File: src/rtl/mips_trace_buffer_if.sv
// Trace capture bus: commit-event source, control inputs and the readout/status side.
interface mips_trace_buffer_if #(
  parameter int unsigned DEPTH  = 16,
  parameter int unsigned PC_W   = 32,
  parameter int unsigned DATA_W = 32
);
  localparam int unsigned CW = $clog2(DEPTH) + 1;

  logic              arm;
  logic              stop;
  logic              trig_en;
  logic [PC_W-1:0]   trig_pc;
  logic [PC_W-1:0]   pc;
  logic [31:0]       instr;
  logic              reg_write;
  logic [4:0]        wa;
  logic [DATA_W-1:0] wd;

  logic              rd_valid;
  logic              rd_ready;
  logic [PC_W-1:0]   rd_pc;
  logic [31:0]       rd_instr;
  logic              rd_we;
  logic [4:0]        rd_wa;
  logic [DATA_W-1:0] rd_wd;
  logic [CW-1:0]     count;
  logic [1:0]        state;
  logic              overflow;

  modport master (
    output arm, stop, trig_en, trig_pc, pc, instr, reg_write, wa, wd, rd_ready,
    input  rd_valid, rd_pc, rd_instr, rd_we, rd_wa, rd_wd, count, state, overflow
  );

  modport slave (
    input  arm, stop, trig_en, trig_pc, pc, instr, reg_write, wa, wd, rd_ready,
    output rd_valid, rd_pc, rd_instr, rd_we, rd_wa, rd_wd, count, state, overflow
  );
endinterface

File: src/rtl/mips_trace_buffer.sv
// Commit-trace capture: records pc/instr/write-back events into a circular buffer
// after arm or a pc trigger, drained through a show-ahead valid/ready port.
module mips_trace_buffer #(
  parameter int unsigned DEPTH     = 16,
  parameter int unsigned PC_W      = 32,
  parameter int unsigned DATA_W    = 32,
  parameter int unsigned WRAP      = 0,
  parameter int unsigned FILTER_WE = 1
) (
  input  logic              clk,
  input  logic              rst_n,
  mips_trace_buffer_if.slave bus
);
  localparam int unsigned AW = $clog2(DEPTH);
  localparam int unsigned CW = AW + 1;

  typedef enum logic [1:0] {
    IDLE    = 2'd0,
    ARMED   = 2'd1,
    CAPTURE = 2'd2,
    DONE    = 2'd3
  } state_e;

  typedef struct packed {
    logic [PC_W-1:0]   pc;
    logic [31:0]       instr;
    logic              we;
    logic [4:0]        wa;
    logic [DATA_W-1:0] wd;
  } entry_t;

  state_e        state_q, state_d;
  logic [AW-1:0] wr_ptr_q, wr_ptr_d;
  logic [AW-1:0] rd_ptr_q, rd_ptr_d;
  logic [CW-1:0] count_q, count_d;
  logic          overflow_q, overflow_d;
  entry_t        mem_q [DEPTH];

  logic   full_c, pop_c, fire_c, rec_c, wr_en_c, grow_c, valid_c;
  entry_t wr_entry_c, head_c;

  assign full_c     = (count_q == CW'(DEPTH));
  assign pop_c      = (count_q != '0) && bus.rd_ready;
  assign fire_c     = (state_q == ARMED) && !bus.arm && !bus.stop &&
                      (!bus.trig_en || (bus.pc == bus.trig_pc));
  assign rec_c      = ((state_q == CAPTURE) || fire_c) &&
                      ((FILTER_WE == 0) || bus.reg_write) && !bus.stop && !bus.arm;
  assign wr_entry_c = {bus.pc, bus.instr, bus.reg_write, bus.wa, bus.wd};

  // Next-state: arm dominates, then stop, then trigger and fill-to-done.
  always_comb begin
    state_d    = state_q;
    wr_ptr_d   = wr_ptr_q;
    rd_ptr_d   = rd_ptr_q;
    count_d    = count_q;
    overflow_d = overflow_q;
    wr_en_c    = 1'b0;
    grow_c     = 1'b0;

    if (bus.arm) begin
      state_d    = ARMED;
      wr_ptr_d   = '0;
      rd_ptr_d   = '0;
      count_d    = '0;
      overflow_d = 1'b0;
    end else begin
      if (pop_c) begin
        rd_ptr_d = rd_ptr_q + AW'(1);
      end
      if (rec_c) begin
        if (!full_c || pop_c) begin
          wr_en_c  = 1'b1;
          grow_c   = 1'b1;
          wr_ptr_d = wr_ptr_q + AW'(1);
        end else if (WRAP != 0) begin
          // Full without a pop: overwrite the oldest entry and slide the head.
          wr_en_c    = 1'b1;
          wr_ptr_d   = wr_ptr_q + AW'(1);
          rd_ptr_d   = rd_ptr_q + AW'(1);
          overflow_d = 1'b1;
        end else begin
          overflow_d = 1'b1;
        end
      end
      count_d = count_q + CW'(grow_c) - CW'(pop_c);

      unique case (state_q)
        ARMED: begin
          if (bus.stop) begin
            state_d = IDLE;
          end else if (fire_c) begin
            state_d = CAPTURE;
          end
        end
        CAPTURE: begin
          if (bus.stop) begin
            state_d = DONE;
          end
        end
        default: ;
      endcase

      if ((state_d == CAPTURE) && (WRAP == 0) && (count_d == CW'(DEPTH))) begin
        state_d = DONE;
      end
    end
  end

  always_ff @(posedge clk) begin
    if (!rst_n) begin
      state_q    <= IDLE;
      wr_ptr_q   <= '0;
      rd_ptr_q   <= '0;
      count_q    <= '0;
      overflow_q <= 1'b0;
    end else begin
      state_q    <= state_d;
      wr_ptr_q   <= wr_ptr_d;
      rd_ptr_q   <= rd_ptr_d;
      count_q    <= count_d;
      overflow_q <= overflow_d;
    end
  end

  // Entry storage needs no reset; validity is tracked by count_q.
  always_ff @(posedge clk) begin
    if (rst_n && wr_en_c) begin
      mem_q[wr_ptr_q] <= wr_entry_c;
    end
  end

  assign valid_c = (count_q != '0);
  assign head_c  = mem_q[rd_ptr_q];

  assign bus.rd_valid = valid_c;
  assign bus.rd_pc    = valid_c ? head_c.pc    : '0;
  assign bus.rd_instr = valid_c ? head_c.instr : '0;
  assign bus.rd_we    = valid_c ? head_c.we    : 1'b0;
  assign bus.rd_wa    = valid_c ? head_c.wa    : '0;
  assign bus.rd_wd    = valid_c ? head_c.wd    : '0;
  assign bus.count    = count_q;
  assign bus.state    = state_q;
  assign bus.overflow = overflow_q;
endmodule

File: src/flat_wrapper.sv
// flat-port wrapper written by rule: the top's interface ports become plain ports
module mips_trace_buffer_flat 
#(
  parameter int unsigned DEPTH     = 16,
  parameter int unsigned PC_W      = 32,
  parameter int unsigned DATA_W    = 32,
  parameter int unsigned WRAP      = 0,
  parameter int unsigned FILTER_WE = 1
)
  (clk, rst_n, bus_arm, bus_stop, bus_trig_en, bus_trig_pc, bus_pc, bus_instr, bus_reg_write, bus_wa, bus_wd, bus_rd_ready, bus_rd_valid, bus_rd_pc, bus_rd_instr, bus_rd_we, bus_rd_wa, bus_rd_wd, bus_count, bus_state, bus_overflow);
  mips_trace_buffer_if #(.DEPTH(DEPTH), .PC_W(PC_W), .DATA_W(DATA_W)) bus_i ();
  input  logic clk;
  input  logic rst_n;
  input wire logic [$bits(bus_i.arm)-1:0] bus_arm;
  input wire logic [$bits(bus_i.stop)-1:0] bus_stop;
  input wire logic [$bits(bus_i.trig_en)-1:0] bus_trig_en;
  input wire logic [$bits(bus_i.trig_pc)-1:0] bus_trig_pc;
  input wire logic [$bits(bus_i.pc)-1:0] bus_pc;
  input wire logic [$bits(bus_i.instr)-1:0] bus_instr;
  input wire logic [$bits(bus_i.reg_write)-1:0] bus_reg_write;
  input wire logic [$bits(bus_i.wa)-1:0] bus_wa;
  input wire logic [$bits(bus_i.wd)-1:0] bus_wd;
  input wire logic [$bits(bus_i.rd_ready)-1:0] bus_rd_ready;
  output wire logic [$bits(bus_i.rd_valid)-1:0] bus_rd_valid;
  output wire logic [$bits(bus_i.rd_pc)-1:0] bus_rd_pc;
  output wire logic [$bits(bus_i.rd_instr)-1:0] bus_rd_instr;
  output wire logic [$bits(bus_i.rd_we)-1:0] bus_rd_we;
  output wire logic [$bits(bus_i.rd_wa)-1:0] bus_rd_wa;
  output wire logic [$bits(bus_i.rd_wd)-1:0] bus_rd_wd;
  output wire logic [$bits(bus_i.count)-1:0] bus_count;
  output wire logic [$bits(bus_i.state)-1:0] bus_state;
  output wire logic [$bits(bus_i.overflow)-1:0] bus_overflow;
  assign bus_i.arm = bus_arm;
  assign bus_i.stop = bus_stop;
  assign bus_i.trig_en = bus_trig_en;
  assign bus_i.trig_pc = bus_trig_pc;
  assign bus_i.pc = bus_pc;
  assign bus_i.instr = bus_instr;
  assign bus_i.reg_write = bus_reg_write;
  assign bus_i.wa = bus_wa;
  assign bus_i.wd = bus_wd;
  assign bus_i.rd_ready = bus_rd_ready;
  assign bus_rd_valid = bus_i.rd_valid;
  assign bus_rd_pc = bus_i.rd_pc;
  assign bus_rd_instr = bus_i.rd_instr;
  assign bus_rd_we = bus_i.rd_we;
  assign bus_rd_wa = bus_i.rd_wa;
  assign bus_rd_wd = bus_i.rd_wd;
  assign bus_count = bus_i.count;
  assign bus_state = bus_i.state;
  assign bus_overflow = bus_i.overflow;
  mips_trace_buffer #(.DEPTH(DEPTH), .PC_W(PC_W), .DATA_W(DATA_W), .WRAP(WRAP), .FILTER_WE(FILTER_WE)) u_core (.clk(clk), .rst_n(rst_n), .bus(bus_i));
endmodule
File: config.mk
export PLATFORM = sky130hd
export DESIGN_NAME = mips_trace_buffer_flat
export DESIGN_NICKNAME = d
export VERILOG_FILES = /design/src/rtl/mips_trace_buffer_if.sv /design/src/rtl/mips_trace_buffer.sv /design/src/flat_wrapper.sv
export SDC_FILE = /design/constraint.sdc
export NUM_CORES = 1
export LEC_CHECK = 0
export ABC_AREA = 0
export CAP_MARGIN = 20
export CORE_MARGIN = 4
export CORE_UTILIZATION = 40
export DETAILED_ROUTE_END_ITERATION = 12
export REMOVE_ABC_BUFFERS = 1
export SLEW_MARGIN = 10
export SYNTH_ARGS = -nofsm -noshare
export SYNTH_HDL_FRONTEND = slang
export SYNTH_SLANG_ARGS = --single-unit
File: constraint.sdc
create_clock -name clk -period 7.1 [get_ports clk]
set_input_delay 1.42 -clock clk [delete_from_list [all_inputs] [get_ports clk]]
set_output_delay 1.42 -clock clk [all_outputs]
set_load 0.02 [all_outputs]
==> results.json <==
{
  "drc": 0,
  "ys_async_sr_fraction_pct": 0,
  "h-tree-depth": 4,
  "post-dp-hpwl_um": 83460,
  "hold_buffers": 0,
  "ys_ff_latch": 1652,
  "path_clk_slew_ns": 0.06,
  "cts_buffers": 167,
  "tightest_slew_ns": 1.156,
  "grtUsageTotal_pct": 18.01,
  "tritoncts": "done",
  "slew_viol_final": 0,
  "grt_pass1_vias": 29870,
  "overflow": 0,
  "required_ns": 5.68,
  "layout-drive-gt1-share_pct": 26.98,
  "cts_setup_buffers": 0,
  "boundaryPins": 251,
  "clock-sinks": 1652,
  "start_util_pct": 40.39,
  "finalSetupTns_ns": 0,
  "synth-edff-count": 1632,
  "cp-start-kind": "register",
  "grt_pass1_wl_um": 213300,
  "fp.dieH_um": 405.8,
  "syn_avg_cell_area_um2": 24.79,
  "critical_path_class": "register to output port",
  "drtIter0Drc": 2737,
  "wl_met1_um": 63240,
  "worst_ir_drop_vdd_mv": 0.2857,
  "placed_cells": 4796,
  "synthDistinctLibCells": 39,
  "routed.top_layer": "met5",
  "final_nets": 3062,
  "port_buffers": 250,
  "grt_max_degree": 92,
  "hold_viol": 0,
  "ys.flop_type": "edfxtp_1",
  "wl_met3_um": 9482,
  "vias": 28380,
  "slew_headroom_pct": 22.96,
  "drtAntennaViolNets": 0,
  "clk_latency_ns": 0.80,
  "leakage_nw": 22.03,
  "clockBufferDepth": 3,
  "drtPass1Iterations": 7,
  "rsz0062_at_grt": "false",
  "wirelength_um": 147100,
  "finalSetupViolCount": 0,
  "p_total_mw": 22.62,
  "max_freq_mhz": 174.0,
  "root_buffer": "clkbuf_16",
  "status": "completed",
  "skew_ns": 0.02971,
  "dr_wl_met2_um": 71460,
  "power_density_nw_per_um2": 305.2,
  "avgViaCountPerCell": 5.561,
  "endpoint_kind": "output port",
  "cp_max_fo": 64,
  "synth_area_um2": 63310,
  "core_area_um2": 156800,
  "die_w_um": 405.8,
  "place.gp.congestion": 0.7580,
  "routedWlPerCell_um": 28.82,
  "layoutNonFillerInstCount": 5103,
  "whs_ns": 0.4889,
  "area_growth_pct": 17.10,
  "fin_crit_sh_pct": 80.94,
  "nFillCells": 12620,
  "cts_resized": 0,
  "cp.arrival_ns": 4.33,
  "ys_seq_area_share_pct": 78.04,
  "synth_warnings": 0,
  "synthesis.instances": 2554,
  "maxCapViolCount": 0,
  "dieArea_um2": 164700,
  "antenna_found_initial": 23,
  "hold_class": "register to register",
  "fp-row-count": 145,
  "fin_crit_ns": 5.747
}
==> cells in the mapped netlist (4+ instances only) <==
master	n	area (µm²)
edfxtp_1	1632	49010
buf_6	15	168.9
and3_1	13	81.33
inv_1	13	48.80
mux4_2	510	11490
nor2_1	19	71.32
ha_1	14	175.2
xnor2_1	36	315.3
dfxtp_1	20	400.4
nor3b_1	5	37.54
clkbuf_1	78	292.8
buf_1	4	15.01
and2_1	109	681.9
a21oi_1	4	20.02
buf_2	30	150.1
nand2_1	9	33.78
nand4_1	10	62.56
==> logic make-up (layout without fill, tap and decap cells) <==
group / Yosys count / in the layout / share of synthesized area (%)
AND/OR/NAND/NOR: 181 / 181 / 1.696
buffers and inverters: 140 / 625 / 1.067
other: 0 / 6 / 0
AO/OA/AOI/OAI: 14 / 14 / 0.1542
adder cells (fa/ha/maj): 15 / 15 / 0.3083
flip-flops: 1652 / 1652 / 78.04
XOR/XNOR: 39 / 39 / 0.5396
multiplexers: 513 / 513 / 18.19
==> layer usage <==
metal  vias to the layer above  track usage (%)
met3                       192            4.104
met4                        16            4.535
met1                     15490            25.70
met5                         -                0
li1                      11710                -
met2                       969            28.36
==> flip-flops by register name (all words and copies together) (netlist names), named ones only <==
name / cells
u_core.mem_q: 1632
u_core.wr_ptr_q: 4
u_core.rd_ptr_q: 4
u_core.bus.count: 5
u_core.bus.overflow: 1
u_core.bus.state: 2
==> power by group <==
| group | leakage (nW) | total [mW] | switching, mW | internal (mW) |
|---|---|---|---|---|
| clock | 2.57 | 8.49 | 3.61 | 4.88 |
| sequential | 14.8 | 10.8 | 0.0472 | 10.7 |
| combinational | 4.64 | 3.35 | 1.83 | 1.52 |
==> cell usage in the layout, fill, tap and decap left out, drive strengths merged, types with 2 or more instances in the layout <==
cell type / count
xor2: 3
mux4: 510
nor3: 3
ha: 14
or2: 2
nand2b: 3
clkinv: 67
mux2i: 3
and2: 109
nand3: 2
nand2: 9
a21oi: 4
xnor2: 36
bufinv: 13
nand4: 10
diode: 6
clkdlybuf4s50: 250
dfxtp: 20
clkbuf: 207
nor2: 19
a41oi: 2
o22ai: 2
edfxtp: 1632
buf: 61
and3: 13
nor3b: 5
clkinvlp: 7
inv: 20
==> final timing paths <==
path                       startpoint  cells past startpoint                  end  slack, ns
setup / recovery             register                      5     bus_rd_instr[26]       1.35
hold / removal    u_core.bus.overflow                      1  u_core.bus.overflow       0.49
setup reg to reg  u_core.bus.count[3]                     16  u_core.bus.state[0]       3.31
hold reg to reg   u_core.bus.overflow                      1  u_core.bus.overflow       0.49
==> through the flow <==
stage          setup WS, ns  utilization [%]  area (µm²)
2_1_floorplan        -12.39                -       62680
3_3_place_gp          1.165            43.89       68800
3_5_place_dp          1.114            43.89       68800
4_1_cts               1.224            47.28       74120
5_1_grt               1.057            47.29       74120
6_report              1.353            47.29       74130
==> final cells by class <==
class / count / area (µm²) / share of cell area (%)
Tap cell: 2058 / 2575 / 3.474
Timing Repair Buffer: 311 / 3461 / 4.669
Sequential cell: 1652 / 49420 / 66.67
Multi-Input combinational cell: 762 / 13300 / 17.94
Clock inverter: 94 / 920.9 / 1.242
Inverter: 13 / 48.80 / 0.06583
Antenna cell: 6 / 15.01 / 0.02025
Clock buffer: 207 / 4392 / 5.924
==> worst max-delay path, stage by stage (launching register included) <==
cell             delay, ns
dfxtp_4               0.92
buf_12                0.49
mux4_2                0.60
mux4_2                0.49
and2_1                0.19
clkdlybuf4s50_1       0.62
Power figures use the tool's default switching activity.
